File: src/rtl/motion_pkg.sv
// rtl/motion_pkg.sv - shared encodings, defaults and load-count helper for motion_executor
package motion_pkg;

  localparam int CNT_W              = 16;
  localparam int TICKS_PER_UNIT_DEF = 16;
  localparam int TICKS_PER_DEG_DEF  = 4;

  typedef enum logic [1:0] {
    ST_IDLE = 2'd0,
    ST_RUN  = 2'd1,
    ST_DONE = 2'd2
  } state_e;

  localparam logic CMD_STRAIGHT = 1'b0;
  localparam logic CMD_TURN     = 1'b1;
  localparam logic DIR_FWD      = 1'b0;
  localparam logic DIR_REV      = 1'b1;
  localparam logic DIR_LEFT     = 1'b0;
  localparam logic DIR_RIGHT    = 1'b1;

  // Tick budget for a command: straight uses all 8 angle bits, turns drop the curve flag.
  function automatic logic [CNT_W-1:0] load_count(input logic       cmd_type,
                                                  input logic [7:0] angle,
                                                  input logic [7:0] tpu,
                                                  input logic [7:0] tpd);
    logic [CNT_W-1:0] mag;
    logic [CNT_W-1:0] scale;
    if (cmd_type == CMD_TURN) begin
      mag   = {9'd0, angle[6:0]};
      scale = {8'd0, tpd};
    end else begin
      mag   = {8'd0, angle};
      scale = {8'd0, tpu};
    end
    return mag * scale;
  endfunction

endpackage

File: src/rtl/motion_duration_counter.sv
// rtl/motion_duration_counter.sv - tick-duration down counter with load, clear and zero flag
import motion_pkg::*;

module motion_duration_counter (
  input  logic             clk,
  input  logic             rst_n,
  input  logic             clr_i,
  input  logic             load_i,
  input  logic [CNT_W-1:0] load_val_i,
  input  logic             dec_i,
  output logic             zero_o
);

  logic [CNT_W-1:0] count_q;
  logic [CNT_W-1:0] count_d;

  // Clear wins over load, load wins over decrement; never wrap below zero.
  always_comb begin
    count_d = count_q;
    if (clr_i) begin
      count_d = '0;
    end else if (load_i) begin
      count_d = load_val_i;
    end else if (dec_i && (count_q != '0)) begin
      count_d = count_q - CNT_W'(1);
    end
  end

  // Count register.
  always_ff @(posedge clk or negedge rst_n) begin
    if (!rst_n) begin
      count_q <= '0;
    end else begin
      count_q <= count_d;
    end
  end

  assign zero_o = (count_q == '0);

endmodule

File: src/rtl/motion_executor.sv
// rtl/motion_executor.sv - wheel motion sequencer; MOTION_EXECUTOR_BUMP_STOP_EN adds bump-stop input
import motion_pkg::*;

module motion_executor #(
  parameter int TICKS_PER_UNIT = TICKS_PER_UNIT_DEF,
  parameter int TICKS_PER_DEG  = TICKS_PER_DEG_DEF
) (
  input  logic       clk,
  input  logic       rst_n,
  input  logic       cmd_valid,
  output logic       cmd_ready,
  input  logic       command_type,
  input  logic       direction,
  input  logic [7:0] angle,
  input  logic       tick,
  input  logic       abort,
`ifdef MOTION_EXECUTOR_BUMP_STOP_EN
  input  logic       bump,
`endif
  output logic       left_en,
  output logic       right_en,
  output logic       left_rev,
  output logic       right_rev,
  output logic       busy,
  output logic       done,
  output logic       aborted
);

  localparam logic [7:0] TPU8 = 8'(TICKS_PER_UNIT);
  localparam logic [7:0] TPD8 = 8'(TICKS_PER_DEG);

  state_e           state_q;
  state_e           state_d;
  logic             cmd_type_q;
  logic             dir_q;
  logic             curve_q;
  logic             aborted_q;
  logic             accept;
  logic             abort_go;
  logic             stop_req;
  logic             cnt_load;
  logic             cnt_clr;
  logic             cnt_dec;
  logic             cnt_zero;
  logic [CNT_W-1:0] load_val;

  assign load_val = load_count(command_type, angle, TPU8, TPD8);

`ifdef MOTION_EXECUTOR_BUMP_STOP_EN
  assign stop_req = abort |
                    (bump && (cmd_type_q == CMD_STRAIGHT) && (dir_q == DIR_FWD));
`else
  assign stop_req = abort;
`endif

  motion_duration_counter u_cnt (
    .clk        (clk),
    .rst_n      (rst_n),
    .clr_i      (cnt_clr),
    .load_i     (cnt_load),
    .load_val_i (load_val),
    .dec_i      (cnt_dec),
    .zero_o     (cnt_zero)
  );

  // Next-state and counter control; stop requests outrank counter expiry.
  always_comb begin
    state_d  = state_q;
    accept   = 1'b0;
    abort_go = 1'b0;
    cnt_load = 1'b0;
    cnt_clr  = 1'b0;
    cnt_dec  = 1'b0;
    case (state_q)
      ST_IDLE: begin
        if (cmd_valid) begin
          accept   = 1'b1;
          cnt_load = 1'b1;
          state_d  = (load_val == '0) ? ST_DONE : ST_RUN;
        end
      end
      ST_RUN: begin
        cnt_dec = tick;
        if (stop_req) begin
          abort_go = 1'b1;
          cnt_clr  = 1'b1;
          state_d  = ST_IDLE;
        end else if (cnt_zero) begin
          state_d = ST_DONE;
        end
      end
      ST_DONE: begin
        state_d = ST_IDLE;
      end
      default: begin
        state_d = ST_IDLE;
      end
    endcase
  end

  // State register.
  always_ff @(posedge clk or negedge rst_n) begin
    if (!rst_n) begin
      state_q <= ST_IDLE;
    end else begin
      state_q <= state_d;
    end
  end

  // Latch the command fields that shape the wheels; the magnitude lives in the counter.
  always_ff @(posedge clk or negedge rst_n) begin
    if (!rst_n) begin
      cmd_type_q <= 1'b0;
      dir_q      <= 1'b0;
      curve_q    <= 1'b0;
    end else if (accept) begin
      cmd_type_q <= command_type;
      dir_q      <= direction;
      curve_q    <= angle[7];
    end
  end

  // One-cycle abort pulse, raised in the first IDLE cycle after a stop.
  always_ff @(posedge clk or negedge rst_n) begin
    if (!rst_n) begin
      aborted_q <= 1'b0;
    end else begin
      aborted_q <= abort_go;
    end
  end

  // Wheel drive decoded from the latched command, live only in RUN.
  always_comb begin
    left_en   = 1'b0;
    right_en  = 1'b0;
    left_rev  = 1'b0;
    right_rev = 1'b0;
    if (state_q == ST_RUN) begin
      if (cmd_type_q == CMD_STRAIGHT) begin
        left_en   = 1'b1;
        right_en  = 1'b1;
        left_rev  = dir_q;
        right_rev = dir_q;
      end else if (curve_q) begin
        left_en  = (dir_q == DIR_RIGHT);
        right_en = (dir_q == DIR_LEFT);
      end else begin
        left_en   = 1'b1;
        right_en  = 1'b1;
        left_rev  = (dir_q == DIR_LEFT);
        right_rev = (dir_q == DIR_RIGHT);
      end
    end
  end

  assign cmd_ready = (state_q == ST_IDLE);
  assign busy      = (state_q == ST_RUN) || (state_q == ST_DONE);
  assign done      = (state_q == ST_DONE);
  assign aborted   = aborted_q;

endmodule

File: config.mk
export PLATFORM = sky130hd
export DESIGN_NAME = motion_executor
export DESIGN_NICKNAME = d
export VERILOG_FILES = /design/src/rtl/motion_pkg.sv /design/src/rtl/motion_duration_counter.sv /design/src/rtl/motion_executor.sv
export SDC_FILE = /design/constraint.sdc
export NUM_CORES = 1
export LEC_CHECK = 0
export ABC_AREA = 1
export CORE_ASPECT_RATIO = 1.1
export CORE_UTILIZATION = 30
export CTS_CLUSTER_SIZE = 25
export DETAILED_ROUTE_END_ITERATION = 12
export DONT_BUFFER_PORTS = 1
export GPL_ROUTABILITY_DRIVEN = 0
export GPL_TIMING_DRIVEN = 0
export HOLD_SLACK_MARGIN = 0.02
export PLACE_DENSITY = 0.52
export SETUP_SLACK_MARGIN = 0.02
export SLEW_MARGIN = 5
export SYNTH_ARGS = -nofsm -noshare
export SYNTH_HDL_FRONTEND = slang
export SYNTH_SLANG_ARGS = --single-unit
File: constraint.sdc
create_clock -name clk -period 2.5 [get_ports clk]
set_clock_uncertainty 0.15 [all_clocks]
set_input_delay 0.5 -clock clk [delete_from_list [all_inputs] [get_ports clk]]
set_output_delay 0.5 -clock clk [all_outputs]
set_load 0.1 [all_outputs]
==> impl_results.md, run 1 <==
- Cells after synthesis: 299
- Slew @ Worst Pin: 1070 ps
- Total negative slack: -342 ps
- Crit-path max cell delay: 560 ps
- Routed WL: 4820 um
- DP HPWL: 3730 um
- Synth Area in Compound Gates: 10.9%
- R2r setup slk: 90 ps
- Setup ws final: -175 ps
- CTS tree: yes
- Max frequency: 374 MHz
- Commonest non-fill, non-tap cell in the layout: nand2_1
- Clock Power Share: 9.4%
- Die Height: 90.6 um
- I/O pin count: 23
- Via density: 4.68
- ANT cells: 0
- Final Max Slew Viols: 0
- Final Hold Fails: 0
- Main flop type after synthesis: dfrtp_1
- Clock edge transition at the registers on the reported setup and hold paths: 90 ps
- Crit. End Element: flip-flop
- Remaining Overflow, GRT: 0
- Share of power burned in registers: 23.5%
- Worst slew margin: 28.5%
- Min-delay worst type: in -> reg
- Seq/Total Area, Yosys: 25.7%
- Most frequent cells in the layout: nand2_1 (78), inv_1 (37), dfrtp_1 (22), nor2_1 (21), nand3_1 (17)
- Crit Reg-Reg Startpoint: state_q[0]
- Starting Density: 31.7%
- Simple-Gate Fraction of Synth Area: 36.0%
- Worst Path Max Fanout: 8
- # H-tree levels: 1
- Worst VDD drop: 1030 uV
- Die width: 82.5 um
- RSZ-0062 raised after global routing: true
- Post-route ant nets: 0
- Design Power: 0.00287 W
- Multiplexer share of the synthesized area: 0%
- IO Port Bufs: 0
- Initial DRT Pass Iterations: 5
- TritonCTS buffer count: 3
- DIE AREA: 7470 um^2
- CP arrival: 2730 ps
- Distinct cells, synth: 35
- WP data required: 2560 ps
- Combinational power share: 67.1%
- FF+latch count, synth: 22
- Main combinational cell family by area after synthesis: simple AND/OR/NAND/NOR gates
- Reg2reg path depth: 7
- First-pass GRT wire length: 7940 um
- Synth Area in XOR/XNOR: 3.27%
- Initial antenna violation count: 0
- Total routing usage reported by global routing: 13.7%
- Clk_lat worst skew: 270 ps
- Final min period: 2670 ps
- Layout cells sized above 1: 23.9%
- Synthesized area: 2140 um^2
- Drt wl/cell: 12.3 um
- Total of max-cap violations: 0
- Site Rows: 31
- Layout Nets: 348
- Number of flops mapped to enable cells by yosys: 0
- Vias: 1831
- Syn Area/Cell: 7.16 um^2
- Ys Warns: 0
- Number of global-route vias before repair: 1792
- Net Switching: 0.00166 W
- Switch share: 57.9%
- Largest net degree at the start of global routing: 23
- Hold path depth: 2
- DR iter-0 viols: 90
- Synth-to-layout area growth: 18.5%
- # DRC: 0
- PD cells: 1130 nW/um^2
- Part of the cycle the worst path needs: 107%
- Bufs on Longest Clock Path: 2
- Element type at the critical path start: input pin
- Cell with the largest stage delay on the worst path: fa_2
- P_leak: 1.24 nW
- Post-synth ARST share: 100%
- Critical-path cell list: buf_12, nor2_4, ha_1, xor2_2, ha_4, inv_2, fa_2, nand2_1, nor2_1, nand2_1, nor2_2, nand3_2, nor2_4, nand3_1, a21oi_2
- Placeable Area: 6750 um^2
- Beginning of the worst hold path: direction
- # setup viols final: 2
- Worst setup path start: command_type
- Number of clock sinks: 22
- Internal power: 0.00121 W
- Failing checks: negative setup slack
- Clock root buffer: clkbuf_8
- Post-Synth Adder-Cell Area: 13.8%
- Status: complete, but fails checks
- Setup CP Type: in -> reg
synthesized netlist by cell type, types with 2 or more instances:
library cell / number / share of area (%)
o22ai_1: 4 / 1.2
inv_2: 5 / 0.88
nor2_4: 4 / 2.1
nand3_2: 4 / 1.9
nand2_1: 80 / 14
o22ai_2: 4 / 2.3
xor2_1: 5 / 2.0
nand3_1: 18 / 4.2
nand4_1: 2 / 0.58
nor2_1: 27 / 4.7
nand2_2: 2 / 0.58
nand2_8: 2 / 1.9
a21oi_1: 7 / 1.6
ha_1: 22 / 13
nor3_1: 3 / 0.70
dfrtp_1: 22 / 26
buf_2: 3 / 0.70
inv_1: 42 / 7.4
nand3b_1: 2 / 0.70
xnor2_1: 3 / 1.2
nor3_2: 2 / 0.94
nand2_4: 2 / 1.1
nor2_2: 6 / 1.8
o21ai_0: 12 / 2.8
o21ai_1: 6 / 1.4
area by class of cell:
class	count	area, um^2
plain buffers	4	37.5
clock buffers	4	55.1
multi-input cells	227	1560
well taps	82	103
flip-flops and latches	22	551
repair buffers	4	32.5
inverters	48	195
fillers	733	4210
power groups by stage:
stage / logic [W] / registers, W / clock network (W)
floorplan: 0.00163 / 0.000646 / 0
global placement: 0.00184 / 0.000674 / 0
detailed placement: 0.00186 / 0.000678 / 0
CTS: 0.00188 / 0.000672 / 0.000280
global route: 0.00211 / 0.000697 / 0.000291
finish: 0.00193 / 0.000674 / 0.000271
layer usage:
layer	share of wire, %	GRT usage, %
met4	1.5	4.74
met1	48	18.2
met2	47	22.4
met3	2.5	1.82
met5	0	0
worst paths after layout:
path                                     end
setup / recovery                  state_q[1]
hold / removal                         dir_q
setup reg to reg            u_cnt.count_q[3]
hold reg to reg                      curve_q
max in group asynchronous   u_cnt.count_q[6]
min in group asynchronous  u_cnt.count_q[10]
worst max-delay path: cells and delay by family:
kind / cells / cell delay [ps]
xor+xnor: 1 / 200
simple gates: 8 / 800
compound gates: 1 / 150
buf+inv: 2 / 160
fa+ha+maj: 3 / 940
registers in the layout, summed over array words and instances (netlist names):
name and flops:
u_cnt.count_q 16, state_q 2, curve_q 1, dir_q 1
cmd_type_q 1, aborted 1
repair_timing:
item                                    in CTS  in global routing
endpoints found under the hold margin       22                  0
pin swaps                                    3                 16
endpoints found under the setup margin       6                 11
gates resized for setup                      4                 23
setup buffers                                0                  3
hold buffers                                 1                  0
stage by stage:
| stage | setup WS (ps) | cell area [um^2] | instances | utilization, % | hold slack, ps |
|---|---|---|---|---|---|
| after detailed placement | -564 | 2330 | 383 | 34.5 | 55.2 |
| after CTS | -248 | 2400 | 388 | 35.6 | 198 |
| after floorplan | -272 | 2220 | 301 | - | 54.4 |
| after global routing | -294 | 2540 | 391 | 37.6 | 211 |
| after global placement | -560 | 2320 | 383 | 34.4 | 55.0 |
| final | -175 | 2540 | 391 | 37.6 | 203 |
cell families (layout without fill, tap and decap cells):
family | Yosys count | in the layout
AOI/OAI and AO/OA | 36 | 36
xor gates and xnor gates | 8 | 8
adders and majority gates | 23 | 23
buffers and inverters | 52 | 60
DFF | 22 | 22
other | 1 | 3
and+or+nand+nor | 157 | 157
(Power assumes the default switching activity.)
==> inputs of run 2 (changes only) <==
--- a/config.mk
+++ b/config.mk
@@ -15,7 +15,6 @@
 export GPL_TIMING_DRIVEN = 0
 export HOLD_SLACK_MARGIN = 0.02
 export PLACE_DENSITY = 0.52
-export SETUP_SLACK_MARGIN = 0.02
 export SLEW_MARGIN = 5
 export SYNTH_ARGS = -nofsm -noshare
 export SYNTH_HDL_FRONTEND = slang
==> results of run 2 <==
Same layout as run 1: the final DEF is identical, and so are final timing and power.
